==> config.mk <==
export PLATFORM = sky130hd
export DESIGN_NAME = alu_multicycle
export DESIGN_NICKNAME = d
export VERILOG_FILES = /design/src/rtl/alu_multicycle.sv
export SDC_FILE = /design/constraint.sdc
export NUM_CORES = 1
export LEC_CHECK = 0
export ABC_AREA = 0
export CAP_MARGIN = 0
export CELL_PAD_IN_SITES_DETAIL_PLACEMENT = 2
export CELL_PAD_IN_SITES_GLOBAL_PLACEMENT = 2
export CORE_MARGIN = 2
export CORE_UTILIZATION = 36
export CTS_CLUSTER_DIAMETER = 120
export CTS_CLUSTER_SIZE = 25
export DETAILED_ROUTE_END_ITERATION = 12
export HOLD_SLACK_MARGIN = 0.1
export PLACE_DENSITY_LB_ADDON = 0.1
export RECOVER_POWER = 25
export SETUP_SLACK_MARGIN = 0.5
export SLEW_MARGIN = 20
export SYNTH_ARGS = -nofsm -noshare
export SYNTH_HDL_FRONTEND = slang
export SYNTH_SLANG_ARGS = --single-unit
==> constraint.sdc <==
create_clock -name clk -period 4.81 [get_ports clk]
set_clock_uncertainty 0.15 [all_clocks]
set_input_delay 0.7215 -clock clk [delete_from_list [all_inputs] [get_ports clk]]
set_output_delay 0.7215 -clock clk [all_outputs]
set_load 0.02 [all_outputs]
==> src/rtl/alu_multicycle.sv <==
// alu_multicycle: EX-stage ALU with single-cycle logic/arith ops and iterative
// signed/unsigned multiply/divide writing a HI/LO register pair.
// Optional macro ALU_MC_OVF_EN adds the registered signed-overflow output ovf.
// Ports:
//   clk, rst_n           clock, asynchronous active-low reset
//   in_valid / in_ready  request handshake (ready only in IDLE)
//   Control              4-bit opcode
//   in1, in2             operands (A/dividend/multiplicand, B/divisor/multiplier)
//   out_valid            one-cycle pulse when Result/Hi/Lo update
//   Result, Hi, Lo       registered result, product high/remainder, product low/quotient
//   ovf                  (ALU_MC_OVF_EN only) signed overflow, valid with out_valid
module alu_multicycle #(
  parameter int unsigned WIDTH = 32
) (
  input  logic             clk,
  input  logic             rst_n,
  input  logic             in_valid,
  output logic             in_ready,
  input  logic [3:0]       Control,
  input  logic [WIDTH-1:0] in1,
  input  logic [WIDTH-1:0] in2,
  output logic             out_valid,
  output logic [WIDTH-1:0] Result,
  output logic [WIDTH-1:0] Hi,
  output logic [WIDTH-1:0] Lo
`ifdef ALU_MC_OVF_EN
  ,
  output logic             ovf
`endif
);

  localparam int unsigned CNT_W = $clog2(WIDTH) + 1;

  localparam logic [1:0] S_IDLE = 2'd0;
  localparam logic [1:0] S_MUL  = 2'd1;
  localparam logic [1:0] S_DIV  = 2'd2;
  localparam logic [1:0] S_FIX  = 2'd3;

  localparam logic [3:0] OP_AND  = 4'b0000;
  localparam logic [3:0] OP_OR   = 4'b0001;
  localparam logic [3:0] OP_ADD  = 4'b0010;
  localparam logic [3:0] OP_SLT  = 4'b0011;
  localparam logic [3:0] OP_SUB  = 4'b0110;
  localparam logic [3:0] OP_SLTU = 4'b0111;

  logic [1:0]       r_state, w_state_nxt;
  logic [CNT_W-1:0] r_cnt;
  logic [WIDTH-1:0] r_opb, r_hi, r_lo;
  logic [WIDTH-1:0] r_res, r_hi_o, r_lo_o;
  logic             r_valid, r_is_mul, r_neg_q, r_neg_r;

  logic             w_accept, w_is_mul, w_is_div, w_signed, w_last, w_ge;
  logic [WIDTH-1:0] w_abs1, w_abs2, w_sum, w_diff, w_sc_res, w_rsub;
  logic [WIDTH-1:0] w_q_f, w_r_f, w_fix_hi, w_fix_lo;
  logic [WIDTH:0]   w_madd, w_rsh;
  logic [2*WIDTH-1:0] w_prod_f;

  assign w_accept = in_valid && (r_state == S_IDLE);
  assign w_is_mul = (Control[3:1] == 3'b100);
  assign w_is_div = (Control[3:1] == 3'b101);
  assign w_signed = ~Control[0];
  assign w_last   = (r_cnt == CNT_W'(1));

  // Magnitudes for the iterative datapath; abs(MIN) wraps to the unsigned value 2^(WIDTH-1).
  assign w_abs1 = (w_signed && in1[WIDTH-1]) ? -in1 : in1;
  assign w_abs2 = (w_signed && in2[WIDTH-1]) ? -in2 : in2;

  assign w_sum  = in1 + in2;
  assign w_diff = in1 - in2;

  // Single-cycle result
  always_comb begin
    w_sc_res = '0;
    case (Control)
      OP_ADD:  w_sc_res = w_sum;
      OP_SUB:  w_sc_res = w_diff;
      OP_AND:  w_sc_res = in1 & in2;
      OP_OR:   w_sc_res = in1 | in2;
      OP_SLTU: w_sc_res = WIDTH'(in1 < in2);
      OP_SLT:  w_sc_res = WIDTH'($signed(in1) < $signed(in2));
      default: w_sc_res = '0;
    endcase
  end

  // Shift-add step: {r_hi,r_lo} holds partial product and remaining multiplier bits.
  assign w_madd = {1'b0, r_hi} + (r_lo[0] ? {1'b0, r_opb} : '0);

  // Restoring divide step: r_hi is the partial remainder, r_lo shifts dividend out / quotient in.
  assign w_rsh  = {r_hi, r_lo[WIDTH-1]};
  assign w_ge   = (w_rsh >= {1'b0, r_opb});
  assign w_rsub = WIDTH'(w_rsh - {1'b0, r_opb});

  // Sign fix-up
  assign w_prod_f = r_neg_q ? -{r_hi, r_lo} : {r_hi, r_lo};
  assign w_q_f    = r_neg_q ? -r_lo : r_lo;
  assign w_r_f    = r_neg_r ? -r_hi : r_hi;
  assign w_fix_hi = r_is_mul ? w_prod_f[2*WIDTH-1:WIDTH] : w_r_f;
  assign w_fix_lo = r_is_mul ? w_prod_f[WIDTH-1:0]       : w_q_f;

`ifdef ALU_MC_OVF_EN
  logic r_ovf, r_mult_s, w_sc_ovf;

  always_comb begin
    w_sc_ovf = 1'b0;
    case (Control)
      OP_ADD:  w_sc_ovf = (in1[WIDTH-1] == in2[WIDTH-1]) && (w_sum[WIDTH-1]  != in1[WIDTH-1]);
      OP_SUB:  w_sc_ovf = (in1[WIDTH-1] != in2[WIDTH-1]) && (w_diff[WIDTH-1] != in1[WIDTH-1]);
      default: w_sc_ovf = 1'b0;
    endcase
  end

  assign ovf = r_ovf;
`endif

  // State register
  always_ff @(posedge clk or negedge rst_n) begin
    if (!rst_n) r_state <= S_IDLE;
    else        r_state <= w_state_nxt;
  end

  // Next-state logic
  always_comb begin
    w_state_nxt = r_state;
    case (r_state)
      S_IDLE: begin
        if (w_accept && w_is_mul)      w_state_nxt = S_MUL;
        else if (w_accept && w_is_div) w_state_nxt = S_DIV;
      end
      S_MUL, S_DIV: if (w_last) w_state_nxt = S_FIX;
      S_FIX:   w_state_nxt = S_IDLE;
      default: w_state_nxt = S_IDLE;
    endcase
  end

  // Datapath and output registers
  always_ff @(posedge clk or negedge rst_n) begin
    if (!rst_n) begin
      r_cnt    <= '0;
      r_opb    <= '0;
      r_hi     <= '0;
      r_lo     <= '0;
      r_res    <= '0;
      r_hi_o   <= '0;
      r_lo_o   <= '0;
      r_valid  <= 1'b0;
      r_is_mul <= 1'b0;
      r_neg_q  <= 1'b0;
      r_neg_r  <= 1'b0;
`ifdef ALU_MC_OVF_EN
      r_ovf    <= 1'b0;
      r_mult_s <= 1'b0;
`endif
    end else begin
      r_valid <= 1'b0;
      case (r_state)
        S_IDLE: begin
          if (w_accept) begin
            if (w_is_mul || w_is_div) begin
              r_opb    <= w_is_mul ? w_abs1 : w_abs2;
              r_lo     <= w_is_mul ? w_abs2 : w_abs1;
              r_hi     <= '0;
              r_is_mul <= w_is_mul;
              r_cnt    <= CNT_W'(WIDTH);
              r_neg_q  <= w_signed && (in1[WIDTH-1] ^ in2[WIDTH-1]);
              r_neg_r  <= w_signed && in1[WIDTH-1];
`ifdef ALU_MC_OVF_EN
              r_mult_s <= w_is_mul && w_signed;
`endif
            end else begin
              r_res   <= w_sc_res;
              r_valid <= 1'b1;
`ifdef ALU_MC_OVF_EN
              r_ovf   <= w_sc_ovf;
`endif
            end
          end
        end
        S_MUL: begin
          r_hi  <= w_madd[WIDTH:1];
          r_lo  <= {w_madd[0], r_lo[WIDTH-1:1]};
          r_cnt <= r_cnt - CNT_W'(1);
        end
        S_DIV: begin
          r_hi  <= w_ge ? w_rsub : w_rsh[WIDTH-1:0];
          r_lo  <= {r_lo[WIDTH-2:0], w_ge};
          r_cnt <= r_cnt - CNT_W'(1);
        end
        S_FIX: begin
          r_hi_o  <= w_fix_hi;
          r_lo_o  <= w_fix_lo;
          r_res   <= w_fix_lo;
          r_valid <= 1'b1;
`ifdef ALU_MC_OVF_EN
          r_ovf   <= r_mult_s && (w_fix_hi != {WIDTH{w_fix_lo[WIDTH-1]}});
`endif
        end
        default: ;
      endcase
    end
  end

  assign in_ready  = (r_state == S_IDLE);
  assign out_valid = r_valid;
  assign Result    = r_res;
  assign Hi        = r_hi_o;
  assign Lo        = r_lo_o;

endmodule
* Word-level counts from Yosys, hierarchy flattened
Index checks and enable logic that the tools add are counted.
Storage, ports and cells: memories kept 0, ROM bits 0, bits in registers 204, latch bits 0, memory bits (writable) 0
Cells by class: add/sub/neg operators 10, order comparisons 3, bitwise logic cells 4, multiply operators 0, shift-type cells 0, mux-type cells 31, reductions and logical operators 18, divide/modulo/power cells 0, equality and inequality tests 16
Operator list (number):
- 2-to-1 mux 32 bit | 16
- one-hot mux 32 bit (3 select lines) | 2
- one-hot mux 32 bit (6 select lines) | 1
- negator 32 bit | 4
- < comparator 32 bit | 2
- 2-to-1 mux 64 bit | 1
- negator 64 bit | 1
- one-hot mux 32 bit (2 select lines) | 1
- subtractor 32 bit | 2
- adder 32 x 32 -> 33 bit | 1
- >= comparator 33 x 32 -> 1 bit | 1
- adder 32 bit | 1
- AND 32 bit | 1
- bitwise OR 32 bit | 1
- 2-to-1 mux 6 bit | 2
- one-hot mux 6 bit (2 select lines) | 1
- AND reduction 3 bit | 4
- == test 4 x 2 -> 1 bit (second input constant) | 2
- == test 4 x 3 -> 1 bit (second input constant) | 2
- == test 3 bit (second input constant) | 2
- == test 6 x 1 -> 1 bit (second input constant) | 1
- logical AND 1 bit | 6
- 2-to-1 mux 2 bit | 3
- != test 2 x 1 -> 1 bit (second input constant) | 3
- 18 further kinds | 21

* Depth between registers and ports, before layout
Gate-level depths: netlist of run 1.
depth after elaboration 7, depth in mapped cells 16, depth with buffers taken out 14

* Worst setup path before layout of run 1
No wires, ideal clock.
kind in2reg, start point in in1[14], end point reg r_res[29], in the netlist Result[29], buffers on the path 2, stages on the path 13, data required time 4521 ps, data arrival time 3345 ps, library setup time 139 ps, slack 1176 ps, cells stage by stage inv_1 ha_1 buf_6 or4_1 clkbuf_2 or4_1 a311o_1 nand2_1 a221o_2 a2111oi_2 or3_1 nand3_1 a21oi_1
Between the ends: longest elaborated chain between the ends 5, elaborated cells between the ends (all ways) 6, those cells by class add/sub: 2; mux: 4
Ends and longest elaborated chain:
- start, declared | RTL line 20 | input logic [WIDTH-1:0] in1,
- subtractor 32 bit or adder 32 bit (tied branches) | RTL line 69, 68
- one-hot mux 32 bit (6 select lines) (*) | RTL line 74 | case (Control)
- 2-to-1 mux 32 bit (*) | RTL line 158 | if (w_is_mul || w_is_div) begin
- 2-to-1 mux 32 bit (*) | RTL line 157 | if (w_accept) begin
- one-hot mux 32 bit (2 select lines) (*) | RTL line 155 | case (r_state)
- end signal, assigned | RTL line 170 | r_res <= w_sc_res;
- end signal, assigned | RTL line 191 | r_res <= w_fix_lo;
- end, declared | RTL line 49 | logic [WIDTH-1:0] r_res, r_hi_o, r_lo_o;
Mark *: on every way between the ends. The rest lies on a longest branch, timed or not. The select of a mux whose other input is x is not followed. A chain may end at the register's enable or synchronous reset.

* Worst setup path in the final report of run 1
start point in in2[4], end point reg r_res[30], in the netlist Result[30]
Between the ends: longest elaborated chain between the ends 5, elaborated cells between the ends (all ways) 6, those cells by class add/sub: 2; mux: 4
Ends and longest elaborated chain:
- start, declared | RTL line 21 | input logic [WIDTH-1:0] in2,
- subtractor 32 bit or adder 32 bit (tied branches) | RTL line 69, 68
- one-hot mux 32 bit (6 select lines) (*) | RTL line 74
- 2-to-1 mux 32 bit (*) | RTL line 158
- 2-to-1 mux 32 bit (*) | RTL line 157
- one-hot mux 32 bit (2 select lines) (*) | RTL line 155
Marks and branches as above.

==> impl_metrics.py, run 1 <==
metrics = {
    "run_status": {
        "outcome": "complete, but fails checks",
        "violations": "capacitance limit, slew limit",
    },
    "grt": {
        "grt_pass1_vias": 23800,
        "grt_first_pass_wirelength_mm": 153,
        "antenna_found_initial": 0,
        "grt_overflow": 0,
        "grt_use_total": 0.333,
        "grt_max_degree": 100,
    },
    "floorplan": {
        "pin_count": 169,
        "initial_utilization": 0.362,
        "dieArea_um2": 59800,
        "die_x_um": 245,
        "rows": 88,
        "core_um2": 57500,
        "die_y_um": 245,
    },
    "layout": {
        "utilization": 0.423,
        "postLayoutCellArea_um2": 24300,
        "drive_above_1_share": 0.0801,
        "diodes": 0,
        "multi_input_area_um2": 14500,
        "layout.nets": 3144,
        "fillerInstances": 6728,
        "seqCellArea_um2": 5100,
        "syn_to_final_growth_pct": 16.6,
    },
    "pwr": {
        "p_comb_frac": 0.729,
        "pwr-share-clk": 0.073,
        "leakage_nw": 10.6,
        "internal_power_mw": 7.72,
        "p_per_area_nw_per_um2": 708,
        "power_switching_mw": 9.48,
        "peakVddDrop_mv": 0.328,
        "sw_frac_of_total": 0.551,
        "p_seq_frac": 0.198,
    },
    "timing": {
        "post-route-period-util": 0.879,
        "hold_viol": 0,
        "grt_setup_unrepaired": "true",
        "fin_ws_ns": 0.583,
        "max_freq_mhz": 237,
        "max-slew-margin-rel": -0.511,
        "finalCriticalPeriod_ns": 4.23,
        "setup_viol": 0,
        "worst_pin_slew_ns": 2.27,
        "whs_ns": 0.344,
        "maxSlewViolCount": 82,
    },
    "placement": {
        "dp_hpwl_mm": 81.8,
        "place_area_um2": 23800,
        "numPortBuffers": 168,
        "pre_cts_slack_ns": -0.0666,
        "gp_congestion": 0.939,
    },
    "synthesis": {
        "synth_cell_type_count": 97,
        "yosys-top-cells-count": "288 x nor2_1, 270 x nand2_1, 268 x a21oi_1, 258 x o21ai_0, 204 x dfrtp_1",
        "synth-seq-cells": 204,
        "synth_top_area_share": 0.245,
        "yosys.area_share.simple": 0.184,
        "synth_area_leaders": "dfrtp_1 25%, ha_1 11%, a21oi_1 6.4%",
        "synth_compound_area_frac": 0.290,
        "syn-cell-area_um2": 20800,
        "muxShareOfSynthArea": 0.0184,
        "ys.flop_type": "dfrtp_1",
        "synthXorXnorAreaFrac": 0.0850,
        "synthAdderAreaFrac": 0.111,
        "synth_edf_count": 0,
        "yosysSeqAreaShare": 0.245,
        "synth_nets": 2992,
        "syn_area_per_cell_um2": 7.60,
        "synth_top_family_by_area": "compound AO/OA/AOI/OAI gates",
        "synth.most_common_cell": "nor2_1",
        "async_reset_ff_frac": 1.00,
        "yosys_warnings": 0,
        "postSynthCellCount": 2739,
        "yosysTopAreaCell": "dfrtp_1",
    },
    "critical_path": {
        "path_buf_inv": 3,
        "cpPeakStageDelay_ns": 0.71,
        "worstSetupPathType": "in2reg",
        "critPathRequiredTime_ns": 5.10,
        "path_cells": "clkdlybuf4s50_1 -> inv_1 -> ha_1 -> and3_1 -> a221o_1 -> o41ai_1 -> nor4b_1 -> nor2_1 -> o221a_2 -> o31ai_2 -> buf_4 -> a211oi_1 -> or3_1 -> o211ai_1",
        "end_kind": "register",
        "crit_path_start_kind": "input pin",
        "rrSetupSlack_ns": 0.64,
        "critPathTopFamily": "simple AND/OR/NAND/NOR gates",
        "cpMaxStageDelayCell": "nor4b_1",
        "cp_max_fo": 9,
        "arrival_ns": 4.52,
    },
    "clocking": {
        "cts_made_buffers": 13,
        "cts.sinks": 204,
        "htree_levels": 1,
        "clockBufferDepth": 3,
        "clk_pin_slew_ns": 0.11,
        "root_buffer": "clkbuf_16",
        "cts_tree": "built",
        "clkLatencyLatePin_ns": 0.54,
    },
    "drt": {
        "dr.pass1.iters": 5,
        "vias": 22000,
        "drc": 0,
        "ant_nets": 0,
        "wl_per_cell_um": 27.6,
        "via_per_inst": 6.02,
        "drt_iter0_drc": 1558,
        "drt_wl_total_mm": 101,
    },
    "job": {
        "drv_cap": 1,
    },
    "worst_hold_path": {
        "hp-class": "reg2reg",
    },
}
-- worst paths after layout --
check | startpoint | end | depth (start not counted)
max | in2[4] | Result[30]$_DFFE_PN0P_ | 14
min | Lo[30]$_DFFE_PN0P_ | Lo[30]$_DFFE_PN0P_ | 1
max reg2reg | r_lo[0]$_DFFE_PN0P_ | r_hi[31]$_DFFE_PN0P_ | 13
min reg2reg | Lo[30]$_DFFE_PN0P_ | Lo[30]$_DFFE_PN0P_ | 1
max in group asynchronous | rst_n | r_opb[6]$_DFFE_PN0P_ | 3
min in group asynchronous | rst_n | Hi[26]$_DFFE_PN0P_ | 2
-- area by class of cell --
| class | count | share of cell area |
|---|---|---|
| Sequential cell | 204 | 0.210 |
| Multi-Input combinational cell | 2193 | 0.595 |
| Inverter | 175 | 0.0270 |
| Clock buffer | 14 | 0.0135 |
| Clock inverter | 5 | 0.00289 |
| Timing Repair Buffer | 304 | 0.112 |
| Tap cell | 765 | 0.0394 |
-- cells in the final DEF (no fill, tap or decap), types with 19 or more instances in the layout --
master | Yosys | final
nor2_1 | 288 | 288
nand2_1 | 270 | 268
a21oi_1 | 268 | 266
o21ai_0 | 258 | 255
dfrtp_1 | 204 | 204
ha_1 | 178 | 175
inv_1 | 173 | 173
clkdlybuf4s50_1 | 0 | 166
xnor2_1 | 153 | 153
buf_4 | 3 | 132
xor2_1 | 49 | 49
a31oi_1 | 43 | 43
a21o_1 | 43 | 43
nor3_1 | 42 | 41
o31ai_1 | 33 | 32
nand3_1 | 31 | 30
a211oi_1 | 29 | 27
nand4_1 | 26 | 26
a22oi_1 | 26 | 26
nand2b_1 | 25 | 25
o211ai_1 | 25 | 25
and3_1 | 22 | 22
o21a_1 | 22 | 22
a221o_1 | 22 | 22
nor4_1 | 22 | 21
mux2_2 | 19 | 19
-- per-stage QoR --
stage	instances	power, mW	TNS (ns)
finish	3660	17.2	0
global route	3660	18.4	0
CTS	3659	17.1	0
detailed placement	3639	15.8	-0.128
global placement	3639	15.3	-0.0607
floorplan	2739	11.1	0
-- sequential cells by signal, summed over array words and instances (netlist names) --
register	flops
Result	32
Hi	32
r_neg_r	1
r_state	2
r_opb	32
out_valid	1
r_cnt	6
r_is_mul	1
r_hi	32
r_lo	32
Lo	32
r_neg_q	1
-- power by group through the flow --
stage                     Combinational [mW]  Clock [mW]  Sequential (mW)
after floorplan                         7.55           0             3.51
after global placement                  11.9           0             3.39
after detailed placement                12.4           0             3.44
after CTS                               12.4        1.29             3.41
after global routing                    13.6        1.33             3.52
final                                   12.5        1.25             3.41
-- timing repair --
action / in CTS / in global routing
hold buffers: 1 / 0
setup buffers: 0 / 1
endpoints found under the hold margin: 12 / 0
resized for setup: 4 / 9
setup endpoints to repair: 5 / 12
pin swaps: 0 / 1
-- layer usage --
| layer | vias to the layer above | track usage | wire (um) |
|---|---|---|---|
| met5 | - | 0 | 0 |
| met4 | 0 | 0.142 | 4980 |
| met3 | 146 | 0.0213 | 3040 |
| met2 | 510 | 0.580 | 49400 |
| met1 | 11300 | 0.425 | 43600 |
| li1 | 10100 | - | - |
-- worst reg2reg max path: stages, from the launching register on --
cell and delay (ns):
dfrtp_1 0.45, inv_1 0.16, buf_6 0.29, nor2_1 0.10, ha_1 0.36, a2111oi_0 0.46, a22oi_1 0.26, a221oi_2 0.35
a21oi_1 0.16, a31oi_1 0.33, o21ai_1 0.22, a311oi_2 0.40, nor4_1 0.12, a211o_1 0.27
-- cell families (layout without fill, tap and decap cells) --
family	after synthesis	count (layout)
flops	204	204
simple gates	824	824
compound gates	949	949
fa+ha+maj	182	182
xor+xnor	202	202
buf+inv	342	498
mux	36	36
No activity file was read; power rests on OpenSTA's default activity.
==> run 2: changes to the inputs <==
--- a/config.mk
+++ b/config.mk
@@ -5,12 +5,12 @@
 export SDC_FILE = /design/constraint.sdc
 export NUM_CORES = 1
 export LEC_CHECK = 0
-export ABC_AREA = 0
+export ABC_AREA = 1
 export CAP_MARGIN = 0
 export CELL_PAD_IN_SITES_DETAIL_PLACEMENT = 2
 export CELL_PAD_IN_SITES_GLOBAL_PLACEMENT = 2
 export CORE_MARGIN = 2
-export CORE_UTILIZATION = 36
+export CORE_UTILIZATION = 32
 export CTS_CLUSTER_DIAMETER = 120
 export CTS_CLUSTER_SIZE = 25
 export DETAILED_ROUTE_END_ITERATION = 12
==> run 2 against run 1 <==
The run still ends with capacitance limit, slew limit left. Critical path depth decreased by 11. Fmax up 7.7%. Clock power up 28%. Largest power group unchanged. Combinational power shrank 6%. Die area grew 34%. Sequential power down 2%.
==> impl_metrics.py, run 2 <==
metrics = {
    "synthesis": {
        "syn-cell-area_um2": 24900,
        "synth_area_leaders": "nand2_1 21%, dfrtp_1 20%, inv_1 9.5%",
        "syn_area_per_cell_um2": 5.78,
        "synth_nets": 4572,
        "yosysSeqAreaShare": 0.205,
        "yosys_warnings": 0,
        "synth_top_area_share": 0.214,
        "async_reset_ff_frac": 1.00,
        "synth-seq-cells": 204,
        "synth_edf_count": 0,
        "yosys-top-cells-count": "1421 x nand2_1, 629 x inv_1, 429 x nand3_1, 387 x nor2_1, 222 x o21ai_0",
        "ys.flop_type": "dfrtp_1",
        "synth_cell_type_count": 55,
        "postSynthCellCount": 4319,
        "synth.most_common_cell": "nand2_1",
        "yosysTopAreaCell": "nand2_1",
    },
    "run_status": {
        "violations": "capacitance limit, slew limit",
        "outcome": "complete, but fails checks",
    },
    "clocking": {
        "clk_pin_slew_ns": 0.10,
        "clkLatencyLatePin_ns": 0.57,
        "clockBufferDepth": 3,
        "cts.sinks": 204,
        "cts_made_buffers": 16,
        "hold_buffers": 1,
        "htree_levels": 1,
        "root_buffer": "clkbuf_16",
        "cts_tree": "built",
        "cts_resized": 0,
        "post_cts_buffers": 0,
    },
    "layout": {
        "postLayoutCellArea_um2": 28500,
        "syn_to_final_growth_pct": 14.1,
        "layout.nets": 4680,
        "drive_above_1_share": 0.0379,
        "final_cell_mix": "1421 x nand2_1, 629 x inv_1, 429 x nand3_1",
        "final_common_cell": "nand2_1",
        "finalNonFillerCells": 5478,
    },
    "grt": {
        "grt_use_total": 0.355,
        "grt_max_degree": 93,
        "met1_usage": 0.411,
        "antenna_found_initial": 1,
        "globalRouteMet3Util": 0.0300,
        "grt_first_pass_wirelength_mm": 214,
        "grt_overflow": 0,
        "use_met2": 0.624,
        "grt.busiest_layer": "met2",
        "grt_pass1_vias": 32400,
    },
    "critical_path": {
        "rrSetupSlack_ns": 1.16,
        "critPathRequiredTime_ns": 5.22,
        "path_cells": "dlygate4sd3_1 -> clkbuf_2 -> clkbuf_2",
        "worstSetupPathType": "in2async",
        "crit_path_start_kind": "input pin",
        "r2r_cells": 16,
        "cp_common_cell": "clkbuf_2",
        "cpMaxStageDelayCell": "clkbuf_2",
        "arrival_ns": 4.34,
        "cpPeakStageDelay_ns": 1.95,
        "end_kind": "asynchronous set/reset pin",
        "cp_max_fo": 92,
    },
    "floorplan": {
        "core_um2": 77300,
        "initial_utilization": 0.323,
        "pin_count": 169,
        "dieArea_um2": 80200,
        "die_y_um": 283,
        "rows": 102,
        "die_x_um": 283,
    },
    "job": {
        "drv_cap": 1,
    },
    "pwr": {
        "pwr-share-clk": 0.096,
        "peakVddDrop_mv": 0.291,
        "power_switching_mw": 9.94,
        "p_comb_frac": 0.705,
        "leakage_nw": 15.2,
        "p_per_area_nw_per_um2": 589,
        "internal_power_mw": 6.83,
        "p_seq_frac": 0.199,
        "sw_frac_of_total": 0.593,
    },
    "placement": {
        "gp_congestion": 0.985,
        "place_area_um2": 27900,
        "pre_cts_slack_ns": 0.601,
        "placed_cells": 5448,
        "dp_hpwl_mm": 121,
        "numPortBuffers": 168,
    },
    "drt": {
        "dr.pass1.iters": 5,
        "drc": 0,
        "ant_nets": 0,
        "drt_wl_total_mm": 145,
        "via_per_inst": 5.54,
        "wl_per_cell_um": 26.4,
        "vias": 30400,
        "drt_iter0_drc": 1699,
    },
    "timing": {
        "fin_setup_tns_ns": 0,
        "post-route-period-util": 0.816,
        "worst_pin_slew_ns": 2.91,
        "fin_ws_ns": 0.885,
        "grt_setup_unrepaired": "false",
        "hold_viol": 0,
        "max_freq_mhz": 255,
        "finalCriticalPeriod_ns": 3.93,
        "max-slew-margin-rel": -0.943,
        "maxSlewViolCount": 93,
        "setup_viol": 0,
    },
    "worst_hold_path": {
        "hp-class": "reg2reg",
        "whs_path_depth": 2,
    },
}
run 2: cell count changes in the layout (fill, tap and decap cells not counted), moves of 67 or more:
cell,delta
inv_1,+456
nand3_1,+399
xnor2_1,-139
buf_4,-75
nand2_1,+1153
nor2_1,+96
a21oi_1,-67
run 2: cell families after synthesis:
logic type,count (synthesis),synth area share
adders and majority gates,182,0.0925
buffers and inverters,788,0.123
and+or+nand+nor,2446,0.412
AOI/OAI and AO/OA,627,0.143
xor gates and xnor gates,72,0.0253
DFF,204,0.205
run 2: final cells by class:
class | count | area [um^2]
Antenna cell | 3 | 7.51
Multi-Input combinational cell | 3327 | 16800
Sequential cell | 204 | 5110
Timing Repair Buffer | 234 | 2230
Clock buffer | 18 | 439
Inverter | 644 | 2420
Tap cell | 1040 | 1300
Fill cell | 9999 | 48900
Clock inverter | 8 | 145
run 2: final timing paths:
kind / from / end
min in group asynchronous: rst_n / r_hi[19]$_DFFE_PN0P_
max in group clk: in1[4] / Result[9]$_DFFE_PN0P_
hold / removal: Hi[30]$_DFFE_PN0P_ / Hi[30]$_DFFE_PN0P_
setup / recovery: rst_n / r_lo[14]$_DFFE_PN0P_
setup reg to reg: r_hi[6]$_DFFE_PN0P_ / r_hi[7]$_DFFE_PN0P_
hold reg to reg: Hi[30]$_DFFE_PN0P_ / Hi[30]$_DFFE_PN0P_
run 2: routing by layer:
metal  vias to the layer above  routed length (um)
met5                         -                   0
met4                         0               11700
met3                       316                4840
met2                       721               70200
met1                     15300               57800
li1                      14000                   -
run 2: critical path, delay by kind of cell:
kind	cells	cell delay [ns]
buf+inv	3	3.45
run 2: stage by stage:
stage	util	hold WS [ns]	total power, mW
finish	0.368	0.344	16.8
global route	0.368	0.368	18.0
CTS	0.368	0.347	16.7
detailed placement	0.361	0.320	15.1
global placement	0.361	0.312	14.8
floorplan	-	0.276	10.2
run 2: power groups by stage:
| stage | sequential, mW | combinational, mW | clock (mW) |
|---|---|---|---|
| after global placement | 3.34 | 11.4 | 0 |
| after CTS | 3.33 | 11.8 | 1.63 |
| after floorplan | 3.38 | 6.83 | 0 |
| after global routing | 3.39 | 12.9 | 1.69 |
| final | 3.34 | 11.8 | 1.60 |
| after detailed placement | 3.35 | 11.7 | 0 |
